**src/rtl/ref_win_addr_gen.sv**
```systemverilog
// Reference-window memory controller: preloads the search window into banked RAMs,
// then streams column-rotated read addresses and a bank shift to the PE array.
module ref_win_addr_gen #(
   parameter int NUM_BANKS  = 32,
   parameter int ADDR_W     = 7,
   parameter int GROUP      = 4,
   parameter int PRE_ROWS   = 96,
   parameter int PRIME_ROWS = 4,
   parameter int BLK_ROWS   = 24,
   parameter int NUM_COLS   = 7,
   parameter int SHIFT_STEP = 8,
   parameter int STALL_LO   = 7,
   parameter int STALL_HI   = 19
) (
   input  logic                          clk,
   input  logic                          rst_n,
   input  logic                          start,
   input  logic                          src_valid,
   input  logic                          pe_ready,
   output logic [NUM_BANKS-1:0]          bank_sel,
   output logic                          wr_en,
   output logic [NUM_BANKS*ADDR_W-1:0]   wr_addr_all,
   output logic                          rd_en,
   output logic [NUM_BANKS*ADDR_W-1:0]   rd_addr_all,
   output logic [$clog2(NUM_BANKS)-1:0]  shift_value,
   output logic                          half_sel,
   output logic [$clog2(NUM_COLS+1)-1:0] col_idx,
   output logic                          busy,
   output logic                          done
);

   localparam int NUM_GROUPS = NUM_BANKS / GROUP;
   localparam int COLS_PER_PAGE = NUM_BANKS / SHIFT_STEP;
   localparam int MAX_A = (PRE_ROWS > BLK_ROWS) ? PRE_ROWS : BLK_ROWS;
   localparam int MAX_ROWS = (MAX_A > PRIME_ROWS) ? MAX_A : PRIME_ROWS;
   localparam int GW = $clog2(NUM_GROUPS + 1);
   localparam int RW = $clog2(MAX_ROWS + 1);
   localparam int SW = $clog2(NUM_BANKS);
   localparam int CW = $clog2(NUM_COLS + 1);
   localparam int DW = NUM_BANKS * ADDR_W;

   typedef enum logic [1:0] {IDLE, PRELOAD, PRIME, SEARCH} state_t;

   state_t          state_q, state_d;
   logic [GW-1:0]   grp_q, grp_d;
   logic [RW-1:0]   row_q, row_d;
   logic [CW-1:0]   col_q, col_d;
   logic            half_q, half_d;
   logic            stall_q, stall_d;
   logic            last_q, last_d;

   logic [NUM_BANKS-1:0] bank_sel_d;
   logic                 wr_en_d, rd_en_d, half_sel_d, busy_d, done_d;
   logic [DW-1:0]        wr_addr_d, rd_addr_d;
   logic [SW-1:0]        shift_d;
   logic [CW-1:0]        col_idx_d;

   int   split, base_hi, base_lo;
   logic in_stall;

   // Rotation split and the two page bases for the current column/half/row.
   always_comb begin
      split   = (int'(col_q) % COLS_PER_PAGE) * SHIFT_STEP;
      base_hi = int'(row_q) + (int'(col_q) / COLS_PER_PAGE + int'(half_q)) * BLK_ROWS;
      base_lo = base_hi + BLK_ROWS;
      in_stall = (int'(row_q) >= STALL_LO) && (int'(row_q) <= STALL_HI);
   end

   always_comb begin
      // NOTE: every always_comb target gets a default first so no path can infer a latch.
      state_d    = state_q;
      grp_d      = grp_q;
      row_d      = row_q;
      col_d      = col_q;
      half_d     = half_q;
      stall_d    = stall_q;
      last_d     = last_q;
      bank_sel_d = '0;
      wr_en_d    = 1'b0;
      wr_addr_d  = wr_addr_all;
      rd_en_d    = 1'b0;
      rd_addr_d  = rd_addr_all;
      shift_d    = shift_value;
      half_sel_d = half_sel;
      col_idx_d  = col_idx;
      done_d     = 1'b0;

      unique case (state_q)
         IDLE: begin
            // The done cycle already sits in IDLE; a start there must not relaunch.
            if (start && !done) begin
               state_d = PRELOAD;
               grp_d   = '0;
               row_d   = '0;
            end
         end
         PRELOAD: begin
            if (src_valid) begin
               wr_en_d = 1'b1;
               bank_sel_d[int'(grp_q)*GROUP +: GROUP] = '1;
               for (int b = 0; b < NUM_BANKS; b++)
                  wr_addr_d[b*ADDR_W +: ADDR_W] = ADDR_W'(row_q);
               if (row_q == RW'(PRE_ROWS-1)) begin
                  row_d = '0;
                  if (grp_q == GW'(NUM_GROUPS-1)) begin
                     grp_d   = '0;
                     state_d = PRIME;
                  end else begin
                     grp_d = grp_q + GW'(1);
                  end
               end else begin
                  row_d = row_q + RW'(1);
               end
            end
         end
         PRIME: begin
            if (pe_ready) begin
               rd_en_d    = 1'b1;
               shift_d    = '0;
               half_sel_d = 1'b0;
               col_idx_d  = '0;
               for (int b = 0; b < NUM_BANKS; b++)
                  rd_addr_d[b*ADDR_W +: ADDR_W] = ADDR_W'(row_q);
               if (row_q == RW'(PRIME_ROWS-1)) begin
                  row_d   = '0;
                  col_d   = '0;
                  half_d  = 1'b0;
                  stall_d = 1'b0;
                  state_d = SEARCH;
               end else begin
                  row_d = row_q + RW'(1);
               end
            end
         end
         SEARCH: begin
            if (last_q) begin
               done_d  = 1'b1;
               last_d  = 1'b0;
               state_d = IDLE;
            end else if (pe_ready) begin
               rd_en_d    = 1'b1;
               shift_d    = SW'(split);
               half_sel_d = half_q;
               col_idx_d  = col_q;
               for (int b = 0; b < NUM_BANKS; b++)
                  rd_addr_d[b*ADDR_W +: ADDR_W] = (b < split) ? ADDR_W'(base_lo) : ADDR_W'(base_hi);
               if (in_stall && !stall_q) begin
                  stall_d = 1'b1;
               end else begin
                  stall_d = 1'b0;
                  if (row_q == RW'(BLK_ROWS-1)) begin
                     row_d = '0;
                     if (half_q) begin
                        half_d = 1'b0;
                        if (col_q == CW'(NUM_COLS-1)) begin
                           col_d  = '0;
                           last_d = 1'b1;
                        end else begin
                           col_d = col_q + CW'(1);
                        end
                     end else begin
                        half_d = 1'b1;
                     end
                  end else begin
                     row_d = row_q + RW'(1);
                  end
               end
            end
         end
         default: state_d = IDLE;
      endcase

      busy_d = (state_d != IDLE);
   end

   always_ff @(posedge clk or negedge rst_n) begin
      if (!rst_n) begin
         state_q     <= IDLE;
         grp_q       <= '0;
         row_q       <= '0;
         col_q       <= '0;
         half_q      <= 1'b0;
         stall_q     <= 1'b0;
         last_q      <= 1'b0;
         bank_sel    <= '0;
         wr_en       <= 1'b0;
         wr_addr_all <= '0;
         rd_en       <= 1'b0;
         rd_addr_all <= '0;
         shift_value <= '0;
         half_sel    <= 1'b0;
         col_idx     <= '0;
         busy        <= 1'b0;
         done        <= 1'b0;
      end else begin
         // NOTE: non-blocking assignments so every register samples the pre-edge values.
         state_q     <= state_d;
         grp_q       <= grp_d;
         row_q       <= row_d;
         col_q       <= col_d;
         half_q      <= half_d;
         stall_q     <= stall_d;
         last_q      <= last_d;
         bank_sel    <= bank_sel_d;
         wr_en       <= wr_en_d;
         wr_addr_all <= wr_addr_d;
         rd_en       <= rd_en_d;
         rd_addr_all <= rd_addr_d;
         shift_value <= shift_d;
         half_sel    <= half_sel_d;
         col_idx     <= col_idx_d;
         busy        <= busy_d;
         done        <= done_d;
      end
   end

endmodule

```
**config.mk**
```make
export PLATFORM = sky130hd
export DESIGN_NAME = ref_win_addr_gen
export DESIGN_NICKNAME = d
export VERILOG_FILES = /design/src/rtl/ref_win_addr_gen.sv
export SDC_FILE = /design/constraint.sdc
export NUM_CORES = 1
export LEC_CHECK = 0
export ABC_AREA = 1
export BUFFER_PORTS_ARGS = -buffer_cell sky130_fd_sc_hd__buf_4
export CAP_MARGIN = 20
export CORE_AREA = 5 5 192 194
export CTS_BUF_LIST = sky130_fd_sc_hd__clkbuf_2
export CTS_CLUSTER_SIZE = 14
export DETAILED_ROUTE_END_ITERATION = 6
export DIE_AREA = 0 0 197 199
export SYNTH_ARGS = -nofsm -noshare
export SYNTH_HDL_FRONTEND = slang
export SYNTH_SLANG_ARGS = --single-unit
```
**constraint.sdc**
```tcl
create_clock -name clk -period 2.7 [get_ports clk]
set_input_delay 0.54 -clock clk [delete_from_list [all_inputs] [get_ports clk]]
set_output_delay 0.54 -clock clk [all_outputs]
set_load 0.05 [all_outputs]
```
==> metrics.md <==
| Metric | Value |
|---|---|
| Postcts setup bufs | `0` |
| Netlist cell types | `43` |
| Asr flop ratio synth | `100%` |
| First-pass GRT wire length | `24600 um` |
| First-pass iteration count of the detailed router | `4` |
| Total GRT Usage | `7.75%` |
| WP data required | `3140 ps` |
| Vias per cell | `3.52` |
| Chip Height | `199 um` |
| Syn avg cell area | `7.82 sq um` |
| Hold_buf cts | `0` |
| Synth area leaders | `buf_4 (50%), dfrtp_1 (22%), nand2_1 (5.8%)` |
| Mapped cell area | `6830 sq um` |
| Effective utilization at floorplan | `19.5%` |
| Final setup violation count | `0` |
| Placement Cell Area | `7770 sq um` |
| Routed Antenna Nets | `0` |
| Syn. warnings | `0` |
| Slew Limit Fails | `0` |
| Clk sinks | `61` |
| TritonCTS buffer count | `9` |
| Final Instance Area | `7890 sq um` |
| Worst slew pin tran | `931 ps` |
| Gr ovfl total | `0` |
| Final Hold Viols | `0` |
| Share of the synthesized area in the top cell type | `50.1%` |
| # diodes | `0` |
| Top_reg_cell synth | `dfrtp_1` |
| Number of flops mapped to enable cells by yosys | `0` |
| Crit path time final | `2510 ps` |
| Clock Path Buffers | `2` |
| Reg clk slew, reported paths | `180 ps` |
| RSZ-0062 raised after global routing | `no` |
| LEAKAGE | `0.00454 uW` |
| Gate Count Post-Synth | `873` |
| Core footprint | `35100 sq um` |
| MaxCap Viol Count | `0` |
| Layout net count | `951` |
| Routability Congestion | `0.862` |
| P per Cell Area | `959 nW/um^2` |
| Crit Path Class | `reg2reg` |
| H-tree depth | `3` |
| CTS tree | `built` |
| Worst hold path class | `in2async` |
| Clk Latency, worst-skew pair | `520 ps` |
| Clock root cell | `clkbuf_2` |
| # rows | `69` |
| Die Area | `39200 sq um` |
| IO Port Bufs | `494` |
| Fmax | `398 MHz` |
| Worst EP arrival | `2960 ps` |
| DIE WIDTH | `197 um` |
| Fin Clk Skew | `21.3 ps` |
| Area Overhead vs Synth | `15.6%` |
| Outcome | `finished, final reports clean` |
| CP max FO | `6` |
| Leading area contributor after synthesis | `buf_4` |
| Vias in the first global route | `4346` |
| Rel. slew slack | `38.0%` |
| Synth Register Bits | `61` |
| Crit end category | `register` |
| WL final | `17900 um` |
| DP HPWL | `14500 um` |
| Number of DRC markers in iteration 0 | `253` |
| Worst setup SP type | `register` |
| Final worst path period share | `93.1%` |
| Sequential share of the synthesized area | `22.3%` |
| Power, Total | `7570 uW` |
| Number of I/O pins | `498` |
| Sum Neg Setup Slack | `0 ps` |
| Layout cells sized above 1 | `58.8%` |
| Resized cells post-CTS | `0` |
| Peak VDD IR | `1.38 mV` |
| Via count | `4921` |
| Avg WL per Cell | `12.8 um` |
| Pin count of the biggest net entering global routing | `62` |
| Post-route DRC | `0` |
| Initial antenna violation count | `0` |
## worst max-delay path, stage by stage (launching register included)
cell and delay, ps:
dfrtp_1 470, inv_1 80, ha_1 350, ha_1 230
fa_1 510, inv_1 60, ha_1 200, xor2_1 180
inv_1 80, nand2_1 60, nand3_1 60, a21boi_0 190
## cells by family (layout without fill, tap and decap cells)
kind of cell    after synthesis  count (layout)  synth area share (%)
flops                        61              61                  22.3
xor+xnor                      3               3                 0.385
other cells                   1               3                0.0549
buf+inv                     516             577                  53.5
compound gates               61              61                  5.59
simple gates                216             216                  15.2
fa+ha+maj                    15              15                  2.86
## cell usage after synthesis, types with 2 or more instances
cell type  count
o21a_1         2
nor2_1        20
nor3_1         8
buf_2          4
nand4_1        9
o21ai_0       25
o21ai_1        2
or2_2          4
a21oi_1       11
nand4_4        2
inv_2          5
o211ai_1       5
nand3_1       49
inv_1         48
a2bb2oi_1      5
buf_4        456
nand2_1      106
nand2_4        3
nor4_1         3
ha_1          14
o22ai_1        3
dfrtp_1       61
xor2_1         3
nand2_2        3
nor2_2         3
nor2_4         2
## power by group
part | leakage (uW) | internal (uW) | switching [uW] | total (uW)
sequential | 0.000806 | 1010 | 138 | 1150
combinational | 0.00366 | 1390 | 4370 | 5770
clock | 0.0000808 | 302 | 352 | 654
total | 0.00454 | 2710 | 4860 | 7570
## flip-flops by register name, summed over array words and instances (netlist names), 2 cells and up
name,flops
bank_sel,8
grp_q,4
state_q,2
row_q,7
wr_addr_all,7
col_q,3
rd_addr_all,19
col_idx,3
## per-stage QoR
stage / hold slack (ps) / std cells / setup slack [ps] / util (%)
after floorplan: 244 / 875 / 412 / -
after global placement: 461 / 1381 / 284 / 22.2
after detailed placement: 467 / 1381 / 212 / 22.2
after CTS: 83.1 / 1397 / 174 / 22.5
after global routing: 127 / 1397 / 64.0 / 22.5
final: 79.3 / 1397 / 185 / 22.5
## layout make-up
cell class	count	area, sq um
multi-input combinational	298	1650
inverter	55	210
sequential	61	1530
timing repair buffer	506	3800
clock inverter	6	77.6
clock buffer	10	50.0
tap	461	577
fill	3828	27200
## per-layer routing
metal  up-vias  GRT usage (%)  share of wire (%)
li1       2422              -                  -
met1      2260           8.50                 36
met2       224           14.9                 54
met3        15           1.88                9.0
met4         0           2.05               0.96
met5         -              0                  0
## worst paths after layout
check | depth (start not counted) | from | to | slack [ps]
min in group clk | 3 | start | state_q[0] | 330
hold reg to reg | 2 | col_idx[2] | col_idx[2] | 500
setup / recovery | 11 | col_q[2] | rd_addr_all[54] | 190
hold / removal | 1 | rst_n | rd_en | 80
max in group asynchronous | 1 | rst_n | wr_addr_all[220] | 2090
setup reg to reg | 11 | col_q[2] | rd_addr_all[54] | 190
## placed cells by master (no fill, tap or decap), drive strengths merged, types with 10 or more instances in the layout
| master | instances |
|---|---|
| buf | 506 |
| ha | 14 |
| o21ai | 27 |
| a21oi | 11 |
| nand4 | 11 |
| nand2 | 112 |
| inv | 54 |
| dfrtp | 61 |
| nor2 | 25 |
| clkbuf | 10 |
| nand3 | 51 |
No activity file was read; power rests on OpenSTA's default activity.
